### src/rtl/per2apb_bridge.sv
// per2apb_bridge
// Single-beat peripheral-interconnect slave replayed as an APB4 master
// transfer (SETUP then ACCESS), with the completion returned on the per
// response channel. A down-count-free access timer aborts transfers to an
// APB target that never raises PREADY, so the interconnect cannot lock up.
//
// state  | meaning
// -------+-----------------------------------------------------------
// IDLE   | waiting for a per request; grant is given here only
// SETUP  | APB setup phase: PSEL=1, PENABLE=0 for one cycle
// ACCESS | APB access phase: PSEL=1, PENABLE=1 until PREADY or timeout
// RESP   | one-cycle r_valid pulse carrying r_opc / r_rdata

module per2apb_bridge #(
    parameter int unsigned PER_ADDR_WIDTH = 32,
    parameter int unsigned APB_ADDR_WIDTH = 32,
    parameter int unsigned TIMEOUT_CYCLES = 256
) (
    input  logic                      clk_i,
    input  logic                      rst_ni,

    // per interconnect slave side
    input  logic                      per_slave_req_i,
    input  logic [PER_ADDR_WIDTH-1:0] per_slave_add_i,
    input  logic                      per_slave_we_i,
    input  logic [31:0]               per_slave_wdata_i,
    input  logic [3:0]                per_slave_be_i,
    output logic                      per_slave_gnt_o,
    output logic                      per_slave_r_valid_o,
    output logic                      per_slave_r_opc_o,
    output logic [31:0]               per_slave_r_rdata_o,

    // APB master side
    output logic [APB_ADDR_WIDTH-1:0] PADDR,
    output logic [31:0]               PWDATA,
    output logic                      PWRITE,
    output logic                      PSEL,
    output logic                      PENABLE,
    output logic [3:0]                PSTRB,
    input  logic [31:0]               PRDATA,
    input  logic                      PREADY,
    input  logic                      PSLVERR
);

    // The counter only ever needs to reach TIMEOUT_CYCLES-1.
    localparam int unsigned CNT_W = (TIMEOUT_CYCLES > 2) ? $clog2(TIMEOUT_CYCLES) : 1;
    localparam logic [CNT_W-1:0] CNT_LAST =
        (TIMEOUT_CYCLES == 0) ? '0 : CNT_W'(TIMEOUT_CYCLES - 1);
    localparam bit TIMEOUT_EN = (TIMEOUT_CYCLES != 0);

    typedef enum logic [1:0] {
        IDLE   = 2'd0,
        SETUP  = 2'd1,
        ACCESS = 2'd2,
        RESP   = 2'd3
    } state_t;

    state_t                    state_q, state_d;

    logic [APB_ADDR_WIDTH-1:0] paddr_q, paddr_d;
    logic [31:0]               pwdata_q, pwdata_d;
    logic                      pwrite_q, pwrite_d;
    logic [3:0]                pstrb_q, pstrb_d;
    logic                      psel_q, psel_d;
    logic                      penable_q, penable_d;

    logic                      rvalid_q, rvalid_d;
    logic                      ropc_q, ropc_d;
    logic [31:0]               rdata_q, rdata_d;

    logic [CNT_W-1:0]          cnt_q, cnt_d;

    // Address mapped onto the APB bus: truncated or zero-extended.
    logic [APB_ADDR_WIDTH-1:0] add_apb;
    assign add_apb = APB_ADDR_WIDTH'(per_slave_add_i);

    // Terminal count of the access timer, only meaningful while in ACCESS.
    logic                      timeout_hit;
    assign timeout_hit = TIMEOUT_EN && (cnt_q == CNT_LAST);

    // Grant is the only combinational output: accept only when idle.
    assign per_slave_gnt_o = per_slave_req_i && (state_q == IDLE);

    // Next-state and next-output computation for the transfer sequencer.
    always_comb begin
        state_d   = state_q;
        paddr_d   = paddr_q;
        pwdata_d  = pwdata_q;
        pwrite_d  = pwrite_q;
        pstrb_d   = pstrb_q;
        psel_d    = psel_q;
        penable_d = penable_q;
        rvalid_d  = 1'b0;
        ropc_d    = ropc_q;
        rdata_d   = rdata_q;
        cnt_d     = cnt_q;

        unique case (state_q)
            IDLE: begin
                if (per_slave_req_i) begin
                    paddr_d   = add_apb;
                    pwrite_d  = per_slave_we_i;
                    // Reads drive neither data nor strobes onto the bus.
                    pwdata_d  = per_slave_we_i ? per_slave_wdata_i : 32'h0;
                    pstrb_d   = per_slave_we_i ? per_slave_be_i : 4'h0;
                    psel_d    = 1'b1;
                    penable_d = 1'b0;
                    cnt_d     = '0;
                    state_d   = SETUP;
                end
            end

            SETUP: begin
                penable_d = 1'b1;
                state_d   = ACCESS;
            end

            ACCESS: begin
                if (PREADY) begin
                    // A ready on the terminal-count cycle still completes normally.
                    psel_d    = 1'b0;
                    penable_d = 1'b0;
                    rvalid_d  = 1'b1;
                    ropc_d    = PSLVERR;
                    rdata_d   = pwrite_q ? 32'h0 : PRDATA;
                    state_d   = RESP;
                end else if (timeout_hit) begin
                    psel_d    = 1'b0;
                    penable_d = 1'b0;
                    rvalid_d  = 1'b1;
                    ropc_d    = 1'b1;
                    rdata_d   = 32'h0;
                    state_d   = RESP;
                end else if (TIMEOUT_EN) begin
                    cnt_d = cnt_q + 1'b1;
                end
            end

            RESP: begin
                state_d = IDLE;
            end

            default: begin
                state_d = IDLE;
            end
        endcase
    end

    // State register; async reset drops any in-flight transfer.
    always_ff @(posedge clk_i or negedge rst_ni) begin
        if (!rst_ni) begin
            state_q <= IDLE;
            cnt_q   <= '0;
        end else begin
            state_q <= state_d;
            cnt_q   <= cnt_d;
        end
    end

    // APB-side output registers; nothing from the per inputs reaches APB combinationally.
    always_ff @(posedge clk_i or negedge rst_ni) begin
        if (!rst_ni) begin
            paddr_q   <= '0;
            pwdata_q  <= 32'h0;
            pwrite_q  <= 1'b0;
            pstrb_q   <= 4'h0;
            psel_q    <= 1'b0;
            penable_q <= 1'b0;
        end else begin
            paddr_q   <= paddr_d;
            pwdata_q  <= pwdata_d;
            pwrite_q  <= pwrite_d;
            pstrb_q   <= pstrb_d;
            psel_q    <= psel_d;
            penable_q <= penable_d;
        end
    end

    // Response registers; opc/rdata persist until the next completion.
    always_ff @(posedge clk_i or negedge rst_ni) begin
        if (!rst_ni) begin
            rvalid_q <= 1'b0;
            ropc_q   <= 1'b0;
            rdata_q  <= 32'h0;
        end else begin
            rvalid_q <= rvalid_d;
            ropc_q   <= ropc_d;
            rdata_q  <= rdata_d;
        end
    end

    assign PADDR               = paddr_q;
    assign PWDATA              = pwdata_q;
    assign PWRITE              = pwrite_q;
    assign PSTRB               = pstrb_q;
    assign PSEL                = psel_q;
    assign PENABLE             = penable_q;
    assign per_slave_r_valid_o = rvalid_q;
    assign per_slave_r_opc_o   = ropc_q;
    assign per_slave_r_rdata_o = rdata_q;

endmodule

### config.mk
export PLATFORM = sky130hd
export DESIGN_NAME = per2apb_bridge
export DESIGN_NICKNAME = d
export VERILOG_FILES = /design/src/rtl/per2apb_bridge.sv
export SDC_FILE = /design/constraint.sdc
export NUM_CORES = 1
export LEC_CHECK = 0
export CORE_ASPECT_RATIO = 2
export CORE_MARGIN = 1
export CORE_UTILIZATION = 42
export CTS_BUF_LIST = sky130_fd_sc_hd__clkbuf_8
export CTS_CLUSTER_DIAMETER = 80
export CTS_CLUSTER_SIZE = 12
export DETAILED_ROUTE_END_ITERATION = 7
export PLACE_DENSITY_LB_ADDON = 0.2
export SYNTH_ARGS = -nofsm -noshare
export SYNTH_HDL_FRONTEND = slang
export SYNTH_SLANG_ARGS = --single-unit
### constraint.sdc
create_clock -name clk_i -period 2.6 [get_ports clk_i]
set_clock_uncertainty 0.1 [all_clocks]
set_input_delay 0.52 -clock clk_i [delete_from_list [all_inputs] [get_ports clk_i]]
set_output_delay 0.52 -clock clk_i [all_outputs]
set_load 0.05 [all_outputs]
==> impl_results.md, run 1 <==
* Layout Utilization at 69.24%
* Final Cycle Share at 88.51%
* R2R setup slack at 0.42 ns
* Die span in x at 75.33 um
* Post-CTS Setup Inserts at 0
* Largest net degree at the start of global routing at 73
* Dpl hpwl at 8845 um
* Drt wl/cell at 16.03 um
* Outcome: complete, no violations
* Boundary pin count at 212
* Cell variety after synth at 33
* Reg2reg end: PENABLE
* Dpl cells at 709
* Reg-to-Reg Start: cnt_q[0]
* Tmin final at 2.301 ns
* Worst hold stages at 2
* Initial core utilization at 43.11%
* H-tree levels at 4
* Layout cells sized above 1 at 13.72%
* Worst-Skew Late Latency at 0.43 ns
* Initial DRC Count at 122
* CTS Hold Bufs at 1
* Final ANT Viol Nets at 0
* Final setup TNS at 0 ns
* Hold slack at 0.3774 ns
* Die Y at 148.7 um
* Tot Pwr at 10.27 mW
* Power per cell area at 1416 nW/um^2
* TritonCTS clock tree: done
* Area growth syn-to-layout at 60.61%
* Die ar. at 11,200 um^2
* Final setup vio count at 0
* RSZ-0062 raised after global routing: no
* Cell Area, Synth at 4517 um^2
* DRC violation count after routing at 0
* Clk sink count at 115
* R2R depth at 5
* Worst setup path category: reg2out
* Worst setup EP type: output port
* Avg Inst Size Synth at 12.04 um^2
* Syn_nets at 486
* Slew @ Worst Pin at 0.5737 ns
* Core area at 10,480 um^2
* Most frequent cells in the layout: clkdlybuf4s50_1 (209), dfrtp_1 (115), nand2_1 (80)
* CTS clk-pin slew, worst paths at 0.07 ns
* DR vias at 3,689
* Leak at 3.151 nW
* Final WS setup at 0.2988 ns
* Final Hold Viols at 0
* Hold WC Path Type: reg2reg
* Worst path arrival time at 1.68 ns
* Max Fclk at 0.4346 GHz
* Post-cts resize count at 0
* Register bit total from synthesis at 115
* I/O Buffers at 211
* Slew Limit Headroom at 61.75%
* Dpl ws at 0.3244 ns
* Clock buffer depth at 2
* RD Place Congestion at 0.8068
* Grt ovf at 0
* ANT cells at 0
* Most common cell after layout, fill and taps aside: clkdlybuf4s50_1
* Final Non-Filler Cells at 742
* Initial DRT Pass Iterations at 4
* CTS root buffer: clkbuf_8
* Design area at 7254 um^2
* First-pass GRT wire length at 18,750 um
* Final wirelength at 11,890 um
* Vias/cell at 4.972
* Vias in the first global route at 3,950
* Worst Hold Launch: PWDATA[28]
* Fillcell total at 830
* Worst vdd ir at 0.9531 mV
* All-Layer GR Usage at 22.46%
* CP Launch Type: register
* Cell area after placement at 6799 um^2
* TritonCTS buffer count at 17
* Hold path endpoint: PWDATA[28]
* Max FO, Critical Path at 9
* Post-synthesis instance total at 375
* Initial antenna violation count at 0
* Fin. max-slew vios at 0
* Register area share after synthesis at 63.71%
* Yosys warnings at 0
* Max_cap viols at 0
* CP Data Required Time at 1.98 ns
* Site Rows at 53
* Fin nets at 703
-- per-layer routing --
metal | share of wire [%] | track usage (%) | up-vias
met5 | 0 | 0 | -
met4 | 2.9 | 8.981 | 0
met3 | 9.4 | 9.417 | 31
met2 | 53 | 38.84 | 166
met1 | 34 | 23.17 | 1747
li1 | - | - | 1745
-- final cells by class --
class / instances / area (um^2) / area share [%]
clock buffers: 19 / 261.5 / 3.605
clock inverters: 13 / 183.9 / 2.535
inverters: 7 / 26.28 / 0.3622
multi-input cells: 231 / 1519 / 20.94
flip-flops and latches: 115 / 2878 / 39.67
well taps: 137 / 171.4 / 2.363
repair buffers: 220 / 2215 / 30.53
-- synth_stat cells --
cell type	instances	share of area (%)
dfrtp_1	115	64
nand2_1	81	6.7
o21ai_0	39	4.3
mux2_2	35	8.7
a22o_1	33	6.4
clkbuf_1	12	1.0
buf_2	7	0.78
a21oi_1	6	0.66
inv_1	6	0.50
ha_1	5	1.4
a31oi_1	4	0.55
nor2_1	4	0.33
and3_1	3	0.42
and4_1	2	0.39
buf_1	2	0.17
nand3_1	2	0.22
nor3_1	2	0.22
o22a_1	2	0.39
a2111oi_4	1	0.61
a211o_1	1	0.19
a211oi_1	1	0.17
a211oi_2	1	0.28
a21oi_2	1	0.19
a31o_2	1	0.19
a41oi_1	1	0.19
and2_1	1	0.14
buf_6	1	0.25
inv_2	1	0.083
mux2i_1	1	0.22
nand4_1	1	0.14
nor2b_1	1	0.14
o21ai_1	1	0.11
o221ai_1	1	0.19
-- registers in the layout, summed over array words and instances (netlist names) --
| name | cells |
|---|---|
| per_slave_r_rdata_o | 32 |
| per_slave_r_opc_o | 1 |
| per_slave_r_valid_o | 1 |
| PWDATA | 32 |
| PSEL | 1 |
| PSTRB | 4 |
| PADDR | 32 |
| state_q | 2 |
| cnt_q | 8 |
| PWRITE | 1 |
| PENABLE | 1 |
-- critical path, stage by stage (launching register included) --
cell	delay [ns]
dfrtp_1	0.42
inv_1	0.09
ha_1	0.24
nand2_2	0.09
inv_2	0.23
buf_12	0.18
-- where the power goes --
group | internal (mW) | total [mW] | switching [mW]
logic | 1.96 | 5.51 | 3.55
registers | 2.53 | 2.95 | 0.423
clock network | 1.09 | 1.81 | 0.719
-- how the worst max path moves through the flow --
stage                    startpoint               to  cells past startpoint
finish                   state_q[0]  per_slave_gnt_o                      5
CTS                      state_q[0]  per_slave_gnt_o                      5
global placement    per_slave_req_i         cnt_q[7]                      5
global route             state_q[0]  per_slave_gnt_o                      5
floorplan                state_q[0]  per_slave_gnt_o                      5
detailed placement  per_slave_req_i         cnt_q[7]                      5
-- cells by family (layout without fill, tap and decap cells) --
logic type      after synthesis  in the layout  synth area share, %
compound gates               93             93                14.46
fa+ha+maj                     5              5                1.385
buf+inv                      29            259                2.770
flops                       115            115                63.71
mux                          36             36                8.947
simple gates                 97             97                8.726
(Power assumes the default switching activity.)
==> run 2, diff against run 1 <==
- TNS_END_PERCENT: default -> 30
==> results of run 2 <==
No change in the layout: final DEF, timing and power equal those of run 1.
